==> src/rtl/lut_cfg_n.sv <==
// lut_cfg_n: run-time reconfigurable K-input lookup table with NOUT output
// channels sharing one select bus. The table is shifted in serially into a
// shadow copy and committed atomically, so lookups only ever see a complete
// table. The previous table streams out on cfg_dout during a load.
module lut_cfg_n #(
  parameter int                        K       = 5,
  parameter int                        NOUT    = 1,
  parameter logic [NOUT*(2**K)-1:0]    INIT    = '0,
  parameter int                        REG_OUT = 1
) (
  input  logic            clk,
  input  logic            rst,
  input  logic            cfg_start,
  input  logic            cfg_abort,
  input  logic            cfg_valid,
  input  logic            cfg_din,
  output logic            cfg_dout,
  output logic            cfg_busy,
  output logic            cfg_done,
  input  logic            in_valid,
  input  logic [K-1:0]    in_sel,
  output logic            out_valid,
  output logic [NOUT-1:0] out
);

  localparam int DEPTH = 2**K;
  localparam int W     = NOUT * DEPTH;
  localparam int CNT_W = $clog2(W) + 1;

  typedef enum logic [1:0] {
    IDLE   = 2'd0,
    LOAD   = 2'd1,
    COMMIT = 2'd2
  } state_t;

  state_t             state;
  state_t             state_nxt;
  logic [W-1:0]       active;
  logic [W-1:0]       shadow;
  logic [CNT_W-1:0]   bit_cnt;
  logic               load_en;
  logic               shift_en;
  logic               commit_en;

  // Per-channel table read: channel j owns bits [j*DEPTH +: DEPTH].
  function automatic logic [NOUT-1:0] lookup(input logic [W-1:0] tab,
                                             input logic [K-1:0] sel);
    logic [NOUT-1:0]  res;
    logic [DEPTH-1:0] chan;
    res = '0;
    for (int j = 0; j < NOUT; j++) begin
      chan   = tab[j*DEPTH +: DEPTH];
      res[j] = chan[sel];
    end
    return res;
  endfunction

  // State register.
  always_ff @(posedge clk or posedge rst) begin
    if (rst) begin
      state <= IDLE;
    end else begin
      state <= state_nxt;
    end
  end

  // Next-state and control decode; abort wins over a shift in the same cycle.
  always_comb begin
    state_nxt = state;
    cfg_busy  = 1'b0;
    cfg_done  = 1'b0;
    load_en   = 1'b0;
    shift_en  = 1'b0;
    commit_en = 1'b0;
    case (state)
      IDLE: begin
        if (cfg_start) begin
          load_en   = 1'b1;
          state_nxt = LOAD;
        end
      end
      LOAD: begin
        cfg_busy = 1'b1;
        if (cfg_abort) begin
          state_nxt = IDLE;
        end else if (cfg_valid) begin
          shift_en = 1'b1;
          if (bit_cnt == CNT_W'(W - 1)) begin
            state_nxt = COMMIT;
          end
        end
      end
      COMMIT: begin
        cfg_done  = 1'b1;
        commit_en = 1'b1;
        state_nxt = IDLE;
      end
      default: begin
        state_nxt = IDLE;
      end
    endcase
  end

  // Shadow shift register and bit counter; a new load starts from a copy of
  // the active table so the old contents stream out MSB first.
  always_ff @(posedge clk or posedge rst) begin
    if (rst) begin
      shadow  <= INIT;
      bit_cnt <= '0;
    end else if (load_en) begin
      shadow  <= active;
      bit_cnt <= '0;
    end else if (shift_en) begin
      shadow  <= {shadow[W-2:0], cfg_din};
      bit_cnt <= bit_cnt + 1'b1;
    end
  end

  // Active table: replaced as a whole on commit only.
  always_ff @(posedge clk or posedge rst) begin
    if (rst) begin
      active <= INIT;
    end else if (commit_en) begin
      active <= shadow;
    end
  end

  assign cfg_dout = shadow[W-1];

  generate
    if (REG_OUT != 0) begin : g_reg_out
      logic [NOUT-1:0] out_p1;
      logic            vld_p1;

      // ---- stage p0 -> p1: registered lookup; result holds when idle ----
      always_ff @(posedge clk or posedge rst) begin
        if (rst) begin
          out_p1 <= '0;
          vld_p1 <= 1'b0;
        end else begin
          vld_p1 <= in_valid;
          if (in_valid) begin
            out_p1 <= lookup(active, in_sel);
          end
        end
      end

      assign out       = out_p1;
      assign out_valid = vld_p1;
    end else begin : g_comb_out
      assign out       = lookup(active, in_sel);
      assign out_valid = in_valid;
    end
  endgenerate

endmodule

==> config.mk <==
export PLATFORM = sky130hd
export DESIGN_NAME = lut_cfg_n
export DESIGN_NICKNAME = d
export VERILOG_FILES = /design/src/rtl/lut_cfg_n.sv
export SDC_FILE = /design/constraint.sdc
export NUM_CORES = 1
export LEC_CHECK = 0
export CAP_MARGIN = 20
export CORE_ASPECT_RATIO = 0.6
export CORE_MARGIN = 4
export CORE_UTILIZATION = 40
export DETAILED_ROUTE_END_ITERATION = 6
export GPL_TIMING_DRIVEN = 1
export PLACE_DENSITY = 0.58
export SLEW_MARGIN = 20
export SYNTH_ARGS = -nofsm -noshare
export SYNTH_HDL_FRONTEND = slang
export SYNTH_SLANG_ARGS = --single-unit
==> constraint.sdc <==
create_clock -name clk -period 2.2 [get_ports clk]
set_input_delay 0.44 -clock clk [delete_from_list [all_inputs] [get_ports clk]]
set_output_delay 0.44 -clock clk [all_outputs]
set_load 0.02 [all_outputs]
After elaboration in Yosys (flattened, before gate mapping)
Cells that the tools add are included.
{ "classes": {"n_reduce_logical": 3, "magnitude_cmp": 1, "n_eq_ne": 6, "n_addsub": 1, "muxes": 18} }
{ "op_table": {"columns": ["cell", "count"], "rows": [
  ["$mux W32", 2],
  ["$mux W6", 2],
  ["$mux W1", 8],
  ["$mux W2", 4],
  ["$add A6 B1 Y6 const B", 1],
  ["$eq A6 B5 Y1 const B", 1],
  ["$lt A5 B6 Y1 const B", 1],
  ["$ne A3 B3 Y1 const B", 2],
  ["$bmux W1 S5", 1],
  ["$pmux W2 S2", 1],
  ["$reduce_and A3 Y1", 1],
  ["$eq A2 B1 Y1 const B", 1],
  ["$eq A2 B2 Y1 const B", 1],
  ["$logic_not A2 Y1", 1],
  ["$ne A2 B2 Y1 const B", 1],
  ["$reduce_bool A2 Y1", 1]
]} }
{ "word_totals": {"in_bits": 12, "output_inout_bits": 5, "elab_cells": 35, "register_bits": 74} }

Logic depth before layout (Yosys ltp)
{ "depth": {"depth_word": 5, "depth_mapped": 6, "depth_no_buf": 5} }

Worst setup path before layout
Ideal clock, no wire load.
{ "synth_path": {"kind": "register -> register", "start": "register state[1]", "end": "register bit_cnt[5]", "setup_time_ns": 0.078, "arrival_time_ns": 1.599, "slack_ns": 0.523, "required_time_ns": 2.122, "path_stages_with_launch": 7, "cell_sequence": "dfrtp_1 and2b_1 and3b_1 buf_6 nand4_4 or3_1 a21oi_1"} }
{ "synth_via": {"elab_chain_cells": 3, "elab_cells_between_ends": 6, "cone_classes": "eq/ne: 1; mux: 3; reduce/logical: 2"} }
{ "synth_rtl": {"columns": ["item", "line_no", "rtl"], "rows": [
  ["from (decl)", "36", "state_t state;"],
  ["from (signal assigned)", "63", "state <= state_nxt;"],
  ["$eq A2 B1 Y1 / $logic_not A2 Y1 (equally long branches)", "75", "case (state)"],
  ["$mux W1", "75", null],
  ["$reduce_bool A2 Y1 (no line) / $mux W6 (equally long branches)", null, null],
  ["to (signal assigned)", "115", "bit_cnt <= bit_cnt + 1'b1;"],
  ["to (decl)", "40", "logic [CNT_W-1:0] bit_cnt;"]
]} }
Several ways; a longest one is shown, not always the timed one.
A chain may end at the register's enable or synchronous reset.

Worst setup path after layout
{ "layout_path": {"start": "register state[1]", "end": "output cfg_busy"} }
{ "layout_via": {"elab_chain_cells": 2} }
{ "layout_rtl": {"columns": ["item", "line_no", "rtl"], "rows": [
  ["$eq A2 B1 Y1", "75", null],
  ["$mux W1", "75", null],
  ["to (decl)", "18", "output logic cfg_busy,"]
]} }
No other way between the ends.

==> results.yml <==
worst_setup_path:
  critPathBufInv: 1
  reg2reg_from: "state[1]$_DFFE_PP0P_"
  crit_path_start: "state[1]$_DFFE_PP0P_"
  cp_max_fo: 3
  worstSetupStartpointType: "flop"
  path_delay_family: "buffers and inverters"
  slowest_stage: "clkdlybuf4s50_1"
  worstSetupEndpointType: "output pin"
  slowest_delay_ns: 0.61
  worstPathCellList: "and2b_1, clkdlybuf4s50_1"
  cp.required_ns: 1.76
  arrival_ns: 1.57
  worstSetupPathType: "flop to output pin"
power_and_ir_drop:
  cellPowerDensity_mw_per_mm2: 762
  leakagePower_nw: 1.81
  worst_ir_drop_vdd_v: 0.000405
  p_total_mw: 3.10
final_layout:
  fillerInstances: 726
  finish.utilization_pct: 50.5
  fin_nets: 320
  n_antenna_cell: 0
  finalInstanceArea_mm2: 0.00408
  area_delta_synth_final_pct: 20.0
  final_layout_size_suffix_gt1_share_pct: 19.2
die:
  start_util_pct: 42.1
  die_area_mm2: 0.0101
  die_h_um: 79.4
  core_area_mm2: 0.00807
  num_rows: 25
  io_pins: 17
  die_width_um: 127
outcome:
  status: "finished, final reports clean"
sta:
  fin_crit_ns: 2.01
  whs_ns: 0.500
  max_slew_margin_pct: 58.5
  period_share_pct: 91.5
  fin_skew_ns: 0.00494
  finalMaxSlewViolations: 0
  final.setup.tns_ns: 0
  rsz0062_at_grt: "no"
  hold_viol: 0
  setup_viol_count_final: 0
  fmax_mhz: 497
  worst_slew_pin_slew_ns: 0.620
job:
  cap_violations: 0
yosys:
  synth_area_leaders: "dfrtp_1, mux2i_1, mux2_2"
  ys_seq_area_share_pct: 54.5
  synth_area_per_cell_um2: 11.8
  ys_warn_count: 0
  syn-instance-count: 287
  yosys_register_bits: 74
  synth_cell_types: 34
  syn_nets: 300
  synth_top_area_cell: "dfrtp_1"
  synth_top_area_share_pct: 54.5
  syn_area_mm2: 0.00340
global_routing:
  grt_pass1_vias: 2189
  gr-total-overflow: 0
  antenna_found_initial: 0
  grt_max_degree: 72
  grt_usage_pct: 14.8
  grt_pass1_wl_um: 11600
clocking:
  cts_tree: "yes"
  clk_latency_ns: 0.33
  htree_levels: 3
  clkSlewWorstSetupHoldPaths_ns: 0.05
  cts.sinks: 74
  postCtsHoldBufs: 0
  post-cts-setup-buffers: 0
  post_cts_resized: 0
  cts_buffers: 9
  clk_path_buf_depth: 2
  cts_root_buf: "clkbuf_16"
route:
  antenna_left: 0
  drtIter0Drc: 175
  vias: 2181
  wire_per_inst_um: 16.0
  routed_wl_um: 6740
  drc: 0
  viasPerCell: 5.19
  dr.pass1.iters: 4
placed_design:
  io_buffers: 16
  placed_area_mm2: 0.00378
  place.gp.congestion: 0.778
  dp_hpwl_um: 4540
min_path:
  hold_class: "flop to flop"
  hp-start: "active[19]$_DFFE_PP0P_"
[final cells by class]
| cell class | count | area [um^2] | area share, % |
|---|---|---|---|
| clock buffer | 14 | 264 | 6.48 |
| clock inverter | 2 | 35.0 | 0.860 |
| inverter | 1 | 7.51 | 0.184 |
| multi-input combinational | 195 | 1460 | 35.8 |
| sequential | 74 | 1850 | 45.4 |
| tap | 108 | 135 | 3.32 |
| timing repair buffer | 26 | 323 | 7.92 |
[logic make-up (layout without fill, tap and decap cells)]
logic type,after synthesis,after routing,share of synthesized area [%]
simple gates,64,64,8.99
compound gates,45,45,7.26
fa+ha+maj,1,1,0.368
mux,81,81,25.0
xor+xnor,4,4,1.03
buf+inv,18,43,2.80
flops,74,74,54.5
[placed cells by master, fill, tap and decap left out, types with 2 or more instances in the layout]
| cell type | n |
|---|---|
| a21oi_1 | 4 |
| a22oi_1 | 3 |
| buf_12 | 7 |
| buf_4 | 3 |
| clkbuf_1 | 3 |
| clkbuf_16 | 9 |
| clkbuf_8 | 2 |
| clkdlybuf4s50_1 | 16 |
| dfrtp_1 | 74 |
| mux2_2 | 32 |
| mux2i_1 | 49 |
| nand2_1 | 38 |
| nand2b_1 | 3 |
| nand4_1 | 2 |
| nor2_1 | 8 |
| nor2b_1 | 2 |
| o21ai_0 | 33 |
| xor2_1 | 3 |
[metrics by stage]
step                      cells  worst slack, ns
after floorplan             287            0.523
after global placement      404            0.202
after detailed placement    404            0.134
after CTS                   420            0.173
after global routing        420            0.127
final                       420            0.187
[cell usage after synthesis]
master    number
and3b_1        1
buf_4          4
and2b_1        1
nor2_1         8
o21bai_1       1
buf_2          4
inv_1          1
xnor2_1        1
nand4b_1       1
and2_1         1
nand4_1        2
nor3b_1        1
a22o_1         1
nand2_1       38
a41oi_1        1
nand2b_1       3
a31oi_1        1
buf_6          1
and3_1         1
a22oi_1        3
nor2b_1        3
dfrtp_1       74
xor2_1         3
a21oi_1        4
mux2_2        32
nand4_4        1
ha_1           1
nor3_1         1
mux2i_1       49
a211oi_1       1
nand3_1        1
clkbuf_1       8
o21ai_0       33
or3_1          1
[worst paths after layout]
path | end | cells after the start | slack [ns]
worst max-delay path | cfg_busy | 2 | 0.19
worst max register to register | bit_cnt[5]$_DFFE_PP0P_ | 5 | 0.57
worst min register to register | shadow[19]$_DFFE_PP0P_ | 2 | 0.50
min in group asynchronous | bit_cnt[2]$_DFFE_PP0P_ | 2 | 0.53
worst min-delay path | shadow[19]$_DFFE_PP0P_ | 2 | 0.50
max in group asynchronous | shadow[22]$_DFFE_PP0P_ | 3 | 1.17
[worst register-to-register path, stage by stage (launching register included)]
cell,delay (ns)
dfrtp_1,0.39
and2b_1,0.24
and3b_2,0.30
nand4_4,0.13
or3_1,0.36
a21oi_1,0.14
[metal layers]
layer	global-route usage [%]	vias up	part of all wire (%)
li1	-	1056	-
met3	4.95	12	3.7
met4	4.93	0	1.2
met5	0	-	0
met1	22.9	1082	56
met2	19.0	31	39
[flip-flops by register name, indices dropped and copies added (netlist names)]
register	cells
active	32
shadow	32
bit_cnt	6
state	2
out	1
out_valid	1
[power by group]
group	switching (mW)	internal [mW]
Clock	0.532	0.939
Sequential	0.0177	1.38
Combinational	0.134	0.103
(Power assumes the default switching activity.)
